===== src/rtl/exported_class_method_template_pkg.sv =====
// Types and constants shared by the TimesFive call block and its result queue.
package exported_class_method_template_pkg;

  typedef logic [31:0] uint32_t;

  localparam uint32_t MULT_CONST    = 32'd5;
  localparam int      STARTUP_DELAY = 4;

  function automatic uint32_t times_five(input uint32_t x);
    return uint32_t'(x * MULT_CONST);
  endfunction

endpackage


===== src/rtl/exported_class_method_template_result_fifo.sv =====
// Show-ahead result queue: the head entry is always visible on head while not empty.
module ecmt_result_fifo
  import exported_class_method_template_pkg::*;
#(
  parameter int DEPTH = 32
) (
  input  logic                       clk,
  input  logic                       srst,
  input  logic                       push,
  input  uint32_t                    push_data,
  input  logic                       pop,
  output uint32_t                    head,
  output logic                       full,
  output logic                       empty,
  output logic [$clog2(DEPTH):0]     count
);

  localparam int              AW         = $clog2(DEPTH);
  localparam logic [AW:0]     FULL_COUNT = (AW+1)'(DEPTH);

  uint32_t         mem [DEPTH];
  logic [AW-1:0]   wr_ptr_reg;
  logic [AW-1:0]   rd_ptr_reg;
  logic [AW:0]     count_reg;
  logic            do_push;
  logic            do_pop;

  assign full    = (count_reg == FULL_COUNT);
  assign empty   = (count_reg == '0);
  assign count   = count_reg;
  assign do_push = push && !full;
  assign do_pop  = pop && !empty;
  assign head    = mem[rd_ptr_reg];

  // Storage carries no reset; validity is tracked entirely by the pointers.
  always_ff @(posedge clk) begin
    if (do_push) begin
      mem[wr_ptr_reg] <= push_data;
    end
  end

  always_ff @(posedge clk) begin
    if (srst) begin
      wr_ptr_reg <= '0;
      rd_ptr_reg <= '0;
      count_reg  <= '0;
    end else begin
      if (do_push) begin
        wr_ptr_reg <= wr_ptr_reg + AW'(1);
      end
      if (do_pop) begin
        rd_ptr_reg <= rd_ptr_reg + AW'(1);
      end
      case ({do_push, do_pop})
        2'b10:   count_reg <= count_reg + (AW+1)'(1);
        2'b01:   count_reg <= count_reg - (AW+1)'(1);
        default: count_reg <= count_reg;
      endcase
    end
  end

endmodule


===== src/rtl/exported_class_method_template.sv =====
// TimesFive(uint32) call block: pipelined x*5 feeding a show-ahead result FIFO.
// Optional stall injection is enabled by EXPORTED_CLASS_METHOD_TEMPLATE_STALL_INJECT_EN.
module exported_class_method_template
  import exported_class_method_template_pkg::*;
#(
  parameter int FIFO_DEPTH   = 32,
  parameter int PIPE_LATENCY = 2
) (
  input  logic        clk,
  input  logic        rst,
  output logic        rst_and_startup_done_out,
  input  logic        TimesFive___uint_32___valid_in,
  input  logic [31:0] TimesFive___uint_32___x_in,
  output logic        TimesFive___uint_32___rdy_out,
  input  logic        TimesFive___uint_32___rden_in,
  output logic        TimesFive___uint_32___empty_out,
  output logic [31:0] TimesFive___uint_32___result_out,
  output logic        stall_rate_supported_out,
  input  logic        stall_rate_valid_in,
  input  logic [2:0]  stall_rate_in
);

  localparam int CW = $clog2(FIFO_DEPTH) + 1;

  logic [PIPE_LATENCY-1:0] pipe_valid_reg;
  uint32_t                 pipe_data_reg [PIPE_LATENCY];
  logic [2:0]              startup_cnt_reg;
  logic                    startup_done;
  logic                    stall_active;
  logic                    accept;
  logic [31:0]             inflight;
  logic [31:0]             occupancy;
  logic [CW-1:0]           fifo_count;
  logic                    fifo_empty;
  logic                    fifo_full_unused;

  assign startup_done = (startup_cnt_reg == 3'(STARTUP_DELAY));
  assign accept       = TimesFive___uint_32___valid_in && TimesFive___uint_32___rdy_out;

  always_ff @(posedge clk) begin
    if (rst) begin
      startup_cnt_reg <= '0;
    end else if (!startup_done) begin
      startup_cnt_reg <= startup_cnt_reg + 3'd1;
    end
  end

  always_ff @(posedge clk) begin
    if (rst) begin
      pipe_valid_reg <= '0;
    end else begin
      pipe_valid_reg[0] <= accept;
      for (int i = 1; i < PIPE_LATENCY; i++) begin
        pipe_valid_reg[i] <= pipe_valid_reg[i-1];
      end
    end
    pipe_data_reg[0] <= times_five(TimesFive___uint_32___x_in);
    for (int i = 1; i < PIPE_LATENCY; i++) begin
      pipe_data_reg[i] <= pipe_data_reg[i-1];
    end
  end

  // Credit covers both queued results and products still in the pipeline.
  always_comb begin
    inflight = '0;
    for (int i = 0; i < PIPE_LATENCY; i++) begin
      inflight = inflight + 32'(pipe_valid_reg[i]);
    end
    occupancy = 32'(fifo_count) + inflight;
  end

`ifdef EXPORTED_CLASS_METHOD_TEMPLATE_STALL_INJECT_EN
  logic [2:0] stall_cnt_reg;
  logic [2:0] stall_rate_reg;

  always_ff @(posedge clk) begin
    if (rst) begin
      stall_cnt_reg  <= '0;
      stall_rate_reg <= '0;
    end else begin
      stall_cnt_reg <= stall_cnt_reg + 3'd1;
      if (stall_rate_valid_in) begin
        stall_rate_reg <= stall_rate_in;
      end
    end
  end

  assign stall_active             = (stall_cnt_reg < stall_rate_reg);
  assign stall_rate_supported_out = 1'b1;
`else
  logic unused_stall_cfg;
  assign unused_stall_cfg         = ^{stall_rate_valid_in, stall_rate_in};
  assign stall_active             = 1'b0;
  assign stall_rate_supported_out = 1'b0;
`endif

  assign TimesFive___uint_32___rdy_out = startup_done && !stall_active &&
                                         (occupancy < 32'(FIFO_DEPTH));
  assign rst_and_startup_done_out      = startup_done;
  assign TimesFive___uint_32___empty_out = fifo_empty;

  ecmt_result_fifo #(
    .DEPTH (FIFO_DEPTH)
  ) u_result_fifo (
    .clk       (clk),
    .srst      (rst),
    .push      (pipe_valid_reg[PIPE_LATENCY-1]),
    .push_data (pipe_data_reg[PIPE_LATENCY-1]),
    .pop       (TimesFive___uint_32___rden_in),
    .head      (TimesFive___uint_32___result_out),
    .full      (fifo_full_unused),
    .empty     (fifo_empty),
    .count     (fifo_count)
  );

endmodule


===== config.mk =====
export PLATFORM = sky130hd
export DESIGN_NAME = exported_class_method_template
export DESIGN_NICKNAME = d
export VERILOG_FILES = /design/src/rtl/exported_class_method_template_pkg.sv /design/src/rtl/exported_class_method_template_result_fifo.sv /design/src/rtl/exported_class_method_template.sv
export SDC_FILE = /design/constraint.sdc
export NUM_CORES = 1
export LEC_CHECK = 0
export BUFFER_PORTS_ARGS = -buffer_cell sky130_fd_sc_hd__buf_2
export CAP_MARGIN = 10
export CORE_UTILIZATION = 35
export DETAILED_ROUTE_END_ITERATION = 8
export PLACE_DENSITY = 0.61
export SLEW_MARGIN = 20
export SYNTH_ARGS = -nofsm -noshare
export SYNTH_HDL_FRONTEND = slang
export SYNTH_HIERARCHICAL = 1
export SYNTH_SLANG_ARGS = --single-unit

===== constraint.sdc =====
create_clock -name clk -period 3.02 [get_ports clk]
set_clock_uncertainty 0.05 [all_clocks]
set_input_delay 0.151 -clock clk [delete_from_list [all_inputs] [get_ports clk]]
set_output_delay 0.151 -clock clk [all_outputs]
set_load 0.01 [all_outputs]

Word-level counts from Yosys, hierarchy flattened
Memory sizes are Yosys's and may differ from the RTL's. A register that Yosys moved wholly into a read port is not among the register bits.
Index checks and enable logic that the tools add are counted.
- add/subtract/negate cells: 7
- $mul: 1
- divide/modulo/power cells: 0
- $lt $le $gt $ge: 1
- equality and inequality tests: 4
- shift operators: 0
- muxes and demuxes: 5
- bitwise operators: 0
- reductions and logical operators: 8
- operators by type and width (cell ; count):
    $mul A32 B3 Y32 const B ; 1
    $pmux W6 S2 ; 1
    $add A5 B1 Y5 const B ; 2
    $mux W5 ; 2
    $add A6 B2 Y7 ; 1
    $lt A7 B6 Y1 const B ; 1
    $add A6 B1 Y6 const B ; 1
    $eq A6 B6 Y1 const B ; 1
    $logic_not A6 Y1 ; 1
    $sub A6 B1 Y6 const B ; 1
    $logic_and A1 B1 Y1 ; 4
    $add A3 B1 Y3 const B ; 1
    $eq A3 B3 Y1 const B ; 1
    $add A1 B1 Y2 ; 1
    $eq A2 B1 Y1 const B ; 1
    $eq A2 B2 Y1 const B ; 1
    $logic_not A1 Y1 ; 2
    $mux W1 ; 2
    $reduce_bool A2 Y1 ; 1
- flip-flop bits (word level): 21
- bits in latches: 0
- memory bits (writable): 1088
- ROM bits: 0
- input bits: 40
- output and inout bits: 36
- word-level logic and storage cells: 33
- memories: 2
- memories (memory ; depth ; bits a word ; rd ports ; clocked after memory_dff ; wr ports ; line ; source):
    u_result_fifo.mem ; 32 ; 32 ; 1 ; 1 ; 1 ; exported_class_method_template_result_fifo.sv:21 ; uint32_t mem [DEPTH];
    pipe_data_reg ; 2 ; 32 ; 2 ; 0 ; 2 ; exported_class_method_template.sv:26 ; uint32_t pipe_data_reg [PIPE_LATENCY];

Logic depth before layout (Yosys ltp)
Gate-level depths: netlist of run 1.
- depth after elaboration: 5
- depth in mapped cells: 12
- gate-level depth less buffers: 10

Hierarchy
Netlist of run 1, hierarchy kept.
- by module, submodules not included (module ; times used ; cells an instance ; area each (um2) ; sequential area each (um2)):
    ecmt_result_fifo ; 1 ; 2049 ; 40382.5 ; 31169.9
    exported_class_method_template ; 1 ; 342 ; 3465.8 ; 1381.3

Worst setup path before layout of run 1
OpenSTA, ideal clock, no wires.
- path kind: reg-to-reg
- from: reg u_result_fifo.count_reg[1] (netlist: u_result_fifo/count[1])
- to: reg u_result_fifo.count_reg[4] (netlist: u_result_fifo/count[4])
- library setup time: 121 ps
- arrival: 3084 ps
- required time: 2849 ps
- slack: -235 ps
- stages on the path, launching flop included: 13
- buffers on the path: 2
- period minus slack after synthesis: 3255 ps
- path through: dfxtp_1 -> or4_1 -> clkbuf_1 -> o31a_1 -> inv_1 -> ha_1 -> clkbuf_1 -> xor2_1 -> ha_1 -> a21oi_1 -> nand4bb_1 -> a31oi_1 -> mux2_2
- longest elaborated chain between the ends: 5
- elaborated cells between the ends (all ways): 12
- classes of those cells: add/sub (2); eq/ne (3); mux (1); reduce/logical (6)
- RTL lines (item ; line ; source):
    start: declaration ; exported_class_method_template_result_fifo.sv:24 ; logic [AW:0] count_reg;
    start signal: assignment ; exported_class_method_template_result_fifo.sv:55 ; 2'b10: count_reg <= count_reg + (AW+1)'(1);
    start signal: assignment ; exported_class_method_template_result_fifo.sv:56 ; 2'b01: count_reg <= count_reg - (AW+1)'(1);
    start signal: assignment ; exported_class_method_template_result_fifo.sv:57 ; default: count_reg <= count_reg;
    branches (longest 5 deep; another with $sub A6 B1 Y6) ; - ;
Several ways; the timed one is not identified.
A chain may end at the register's enable or synchronous reset.

==> results.md, run 1 <==
- Status: complete, but fails checks
- Failing checks: design-rule violations, negative setup slack
- Filler Cell Count: ~11,000
- Place WS: -0.139 ns
- Syn Inst Count: 2,390
- Clock Sinks: between 1,000 and 1,500
- Pwr/cell area: 628 nW/µm²
- Clock Latency Late Sink: 0.69 ns
- Fmax: 0.313 GHz
- Final antenna-violating net count: 0
- Cell Area, Synth: 43,800 µm²
- Clock buffer depth: 3
- Critical Path RT: 2.82 ns
- Largest net degree at the start of global routing: 45
- Share of power burned in registers: 0.569
- CP arrival: 3.00 ns
- CP max stage cell: or4_4
- Setup TNS: -4.45 ns
- Mean Syn Cell Area: 18.3 µm²
- Leak: 17.2 nW
- Cts bufs inserted: 109
- Final Hold Viols: 0
- CP Capture Type: output port
- Crit Path Class: flop to output port
- Gate power share: 0.024
- # DRC: 12
- Measured slew at the worst slew-check pin: 1.19 ns
- Drt pass-1 iters: 9
- Antenna violations before repair: 3
- RSZ-0062 raised after global routing: true
- H-tree lvl count: 3
- Post-Route WL: 112,000 µm
- Total GRT Usage: 0.177
- Pint: around 26 mW
- Layout area overhead: 22.2%
- Reported max-cap violation count: 0
- Overflow after GRT: 0
- Share of post-route cells with drive strength above 1: 0.338
- Min Tclk post-route: 3.20 ns
- Drt first-iter violations: 2,221
- Net Sw Frac: 0.215
- Hold_ws: 0.0293 ns
- Total of warnings raised by yosys: 6
- # nets final: 2,770
- NetSw: 7.22 mW
- Die width: 356 µm
- Slew Limit Fails: 0
- VDD IR max: ~0.0005 V
- Largest register FFs: 1,024
- Endpoints failing setup: 32
- CP max stage delay: 0.55 ns
- CP cell instances: buf_12, buf_16, buf_16, mux4_2, a22o_1, or4_4, buf_6
- Mapped Nets: 2,499
- Launching element type of the critical path: flop
- Effective utilization at floorplan: 0.354
- Clock root buffer: clkbuf_16
- Max_slew headroom: 0.204
- Clock transition at path regs: 0.06 ns
- Die height: 356 µm
- Dpl cell area: roughly 47,000 µm²
- Worst setup margin: -0.177 ns
- First-pass GRT wire length: 163,000 µm
- PortBufs: 70
- GPL Wtd Cong: between 0.7 and 0.8
- Final HPWL DP: approximately 64,000 µm
- HP Class: input port to flop
- # IOs: 76
- Row Count: 129
- Drt wl/cell: 25.6 µm
- Final instance area: 53,600 µm²
- Period utilization: 1.06
- Via density: 5.38
- Area of the core: 124,000 µm²
- Vias in the first global route: ~24,000
- Final core occ: 0.432
- Crit path max fanout: 8
- Vias: 23,600
- Cell mode on critical path: buf_16
- Die area: 127,000 µm²
- Clock power frac: 0.407
- CTS tree: yes
[per-stage QoR]
stage / std cells / total power, mW
after floorplan: 2390 / 19.4
after global placement: 4091 / 20.1
after detailed placement: 4095 / 20.2
after CTS: 4375 / 33.9
after global routing: 4390 / 34.7
final: 4392 / 33.6
[repair_timing]
action                                  4_1_cts  5_1_grt
gates cloned                                 18        2
endpoints found under the hold margin        42        0
setup buffers                                36       11
gates resized for setup                     166       65
pin swaps                                    51       40
endpoints found under the setup margin       45       34
hold buffers                                 24        0
[cell type report]
| class | count | area (µm²) | share of cell area |
|---|---|---|---|
| Clock inverter | 60 | 641 | 0.0120 |
| Inverter | 11 | 41.3 | 0.000770 |
| Multi-Input combinational cell | 1135 | 11600 | 0.216 |
| Timing Repair Buffer | 290 | 3730 | 0.0695 |
| Antenna cell | 2 | 5.00 | 0.0000934 |
| Clock buffer | 143 | 2980 | 0.0556 |
| Sequential cell | 1114 | 32600 | 0.608 |
| Tap cell | 1637 | 2050 | 0.0382 |
[worst paths after layout]
path / start / end / slack, ns / depth (start not counted)
worst min-delay path: TimesFive___uint_32___x_in[18] / pipe_data_reg[0][20]$_DFF_P_ / 0.03 / 4
worst max register to register: u_result_fifo/count[4]$_SDFFE_PP0P_ / u_result_fifo/count[4]$_SDFFE_PP0P_ / 0.05 / 10
worst max-delay path: flop / TimesFive___uint_32___result_out[8] / -0.18 / 7
worst min register to register: pipe_data_reg[0][13]$_DFF_P_ / pipe_data_reg[0][45]$_DFF_P_ / 0.27 / 0
[layer usage]
| metal | wire length (µm) | vias up | GRT usage |
|---|---|---|---|
| met1 | 46300 | 12500 | 0.225 |
| met3 | 7000 | 161 | 0.0358 |
| met2 | 56100 | 778 | 0.301 |
| met5 | 0 | - | 0 |
| met4 | 2930 | 0 | 0.0547 |
| li1 | - | 10200 | - |
[critical path: cells and delay by family, from the launching register on]
family,cells,cell delay (ns)
buffers and inverters,4,0.59
AND/OR/NAND/NOR,1,0.55
multiplexers,1,0.53
flip-flops,1,0.39
AO/OA/AOI/OAI,1,0.23
[power by group through the flow]
stage | Combinational (mW) | Sequential [mW] | Clock, mW
floorplan | 0.517 | 18.9 | 0
global placement | 0.693 | 19.4 | 0
detailed placement | 0.701 | 19.5 | 0
CTS | 0.801 | 19.2 | 13.9
global route | 0.897 | 19.3 | 14.5
finish | 0.808 | 19.1 | 13.7
[placed cells by master, fill, tap and decap left out, types with 14 or more instances in the layout]
cell type,n
mux4_2,128
edfxtp_1,1024
a22o_1,58
clkbuf_1,24
o22ai_2,18
xor2_1,17
buf_2,39
ha_1,67
buf_6,43
nor2_4,33
o21ai_0,76
nor3_1,59
o22ai_1,29
dlygate4sd3_1,24
o22ai_4,17
clkinv_2,28
or4_4,33
dfxtp_1,77
nand3_1,14
nor2b_1,71
nand2_1,31
a211oi_1,62
buf_16,31
a21oi_1,36
mux2_2,194
buf_4,87
buf_12,51
nor2_1,35
clkbuf_16,113
xnor2_1,16
Power figures use the tool's default switching activity.
==> inputs of run 2 (changes only) <==
HOLD_SLACK_MARGIN = 0.05   (was default)
==> run 2 against run 1 <==
Effect of this change:
- the flow still finishes with violations (design-rule violations, negative setup slack)
- via count is 0.64% higher
- design area grew 0.38%
- worst setup slack got worse by 0.0047 ns
- routed wire length rose by 1.0%
- cell count rose by 0.61%
- combinational power grew 10%
- clock power hardly changed
- first-iteration DRC count fell by 5.9%
- critical path type unchanged
- core utilization rose by 0.16 points
- sequential share of layout area fell by 0.23 points
- register-to-register slack is essentially flat
==> results.md, run 2 (same netlist as run 1, synthesis figures left out) <==
- Slew Limit Fails: 0 (unchanged)
- Total GRT Usage: 0.177 (about the same)
- Layout Cells excl Fill: 4,419 (was 4,392)
- Hold_ws: 0.104 ns (was 0.0293 ns)
- Antenna violations before repair: 3 (unchanged)
- Measured slew at the worst slew-check pin: 1.22 ns (was 1.19 ns)
- Min Tclk post-route: 3.20 ns (about the same)
- Final antenna-violating net count: 0 (unchanged)
- Area of the core: 124,000 µm² (unchanged)
- Worst path buffer plus inverter count: 4 (unchanged)
- VDD IR max: 0.000502 V (about the same)
- Cell family with the largest share of critical-path delay: simple AND/OR/NAND/NOR gates (was buffers and inverters)
- Largest register FFs: 1,024 (unchanged)
- Cts bufs inserted: 109 (unchanged)
- Clock root buffer: clkbuf_16 (unchanged)
- Endpoints failing setup: 32 (unchanged)
- Vias in the first global route: 24,200 (was 24,100)
- Failing checks: design-rule violations, negative setup slack (unchanged)
- Leak: 17.3 nW (was 17.2 nW)
- Die height: 356 µm (unchanged)
- Pwr/cell area: 626 nW/µm² (was 628 nW/µm²)
- CP max stage delay: 0.61 ns (was 0.55 ns)
- Worst setup margin: -0.181 ns (was -0.177 ns)
- Largest net degree at the start of global routing: 45 (unchanged)
- Drt first-iter violations: 2,091 (was 2,221)
- Clock Latency Late Sink: 0.69 ns (about the same)
- Drt pass-1 iters: 7 (was 9)
- CP arrival: 3.00 ns (about the same)
- # nets final: 2,798 (was 2,770)
- CP Capture Type: output port (unchanged)
- PortBufs: 70 (unchanged)
- Clock buffer depth: 3 (unchanged)
- Crit path max fanout: 8 (unchanged)
- GPL Wtd Cong: 0.799 (unchanged)
- Place WS: -0.139 ns (unchanged)
- Placed insts: 4,095 (unchanged)
- HP Class: input port to flop (unchanged)
- Clock Sinks: 1,114 (unchanged)
- CTS tree: yes (unchanged)
- Most common cell after layout, fill and taps aside: edfxtp_1 (unchanged)
- Via density: 5.38 (about the same)
- Drt wl/cell: 25.7 µm (was 25.6 µm)
- Period utilization: 1.06 (about the same)
- Fmax: 0.312 GHz (was 0.313 GHz)
- Max_slew headroom: 0.185 (was 0.204)
- Row Count: 129 (unchanged)
- # IOs: 76 (unchanged)
- Overflow after GRT: 0 (unchanged)
- Crit Path Class: flop to output port (unchanged)
- Post-Route WL: 113,000 µm (was 112,000 µm)
- Status: complete, but fails checks (unchanged)
- CP cell instances: buf_12, buf_16, buf_8, mux4_2, a22o_1, or4_4, buf_6 (was buf_12, buf_16, buf_16, mux4_2, a22o_1, or4_4, buf_6)
- Launching element type of the critical path: flop (unchanged)
- First-pass GRT wire length: 163,000 µm (about the same)
- CP max stage cell: or4_4 (unchanged)
- Die width: 356 µm (unchanged)
- Final HPWL DP: 64,400 µm (unchanged)
- Share of post-route cells with drive strength above 1: 0.332 (was 0.338)
- RSZ-0062 raised after global routing: true (unchanged)
- Die area: 127,000 µm² (unchanged)
- # DRC: 12 (unchanged)
- Critical Path RT: 2.82 ns (about the same)
- Reported max-cap violation count: 0 (unchanged)
- Clock transition at path regs: 0.06 ns (about the same)
- H-tree lvl count: 3 (unchanged)
- Leading cell types in the layout, fill and taps excluded: 1,024 x edfxtp_1, 194 x mux2_2, 128 x mux4_2, 113 x clkbuf_16, 85 x buf_4 (was 1,024 x edfxtp_1, 194 x mux2_2, 128 x mux4_2, 113 x clkbuf_16, 87 x buf_4)
- Layout area overhead: 22.7% (was 22.2%)
- Effective utilization at floorplan: 0.354 (unchanged)
- Vias: 23,800 (was 23,600)
- Final Hold Viols: 0 (unchanged)
==> run 2: changes by cell type in the layout (fill, tap and decap cells not counted), sizes merged <==
| cell | before | now |
|---|---|---|
| buf | 262 | 256 |
| dlygate4sd3 | 24 | 58 |
| diode | 2 | 1 |
==> run 2: worst min-delay path: stages <==
cell and delay [ns]:
buf_2 0.10, ha_1 0.12, ha_1 0.29, xnor2_1 0.11
==> run 2: layer usage <==
layer	part of all wire	GRT usage	vias to the layer above
met1	0.41	0.226	12500
met2	0.50	0.303	830
li1	-	-	10300
met3	0.068	0.0353	161
met5	0	0	-
met4	0.027	0.0552	0
==> run 2: area by class of cell <==
class,instances,area [µm²]
Clock buffer,143,2980
Fill cell,10600,70200
Timing Repair Buffer,318,3990
Clock inverter,60,641
Multi-Input combinational cell,1135,11500
Tap cell,1637,2050
Antenna cell,1,2.50
Sequential cell,1114,32600
Inverter,11,41.3
==> run 2: timing repair <==
| action | in CTS | in global routing |
|---|---|---|
| endpoints found under the setup margin | 45 | 39 |
| hold endpoints to repair | 54 | 0 |
| pin swaps | 51 | 33 |
| resized for setup | 166 | 56 |
| cloned | 18 | 2 |
| buffers inserted | 36 | 5 |
| hold buffers | 58 | 0 |
==> run 2: final timing paths <==
kind	from	endpoint	slack, ns	cells after the start
worst min-delay path	TimesFive___uint_32___x_in[26]	pipe_data_reg[0][26]$_DFF_P_	0.10	4
worst max register to register	u_result_fifo/count[4]$_SDFFE_PP0P_	u_result_fifo/count[4]$_SDFFE_PP0P_	0.06	10
worst max-delay path	flop	TimesFive___uint_32___result_out[23]	-0.18	7
worst min register to register	pipe_data_reg[0][13]$_DFF_P_	pipe_data_reg[0][45]$_DFF_P_	0.27	0
==> run 2: report_power, final <==
part	internal, mW	switching (mW)	leakage [nW]
sequential	18.0	1.10	9.94
clock	7.97	5.69	1.80
combinational	0.455	0.435	5.55
total	26.5	7.23	17.3
==> run 2: per-stage QoR <==
stage	instance area, µm²	utilization	power (mW)	TNS (ns)
5_1_grt	53800	0.434	34.7	-6.50
6_report	53800	0.434	33.7	-4.29
3_3_place_gp	47400	0.382	20.1	-0.103
2_1_floorplan	43900	-	19.4	-74.83
3_5_place_dp	47500	0.383	20.2	-0.873
4_1_cts	53400	0.431	33.9	-5.84
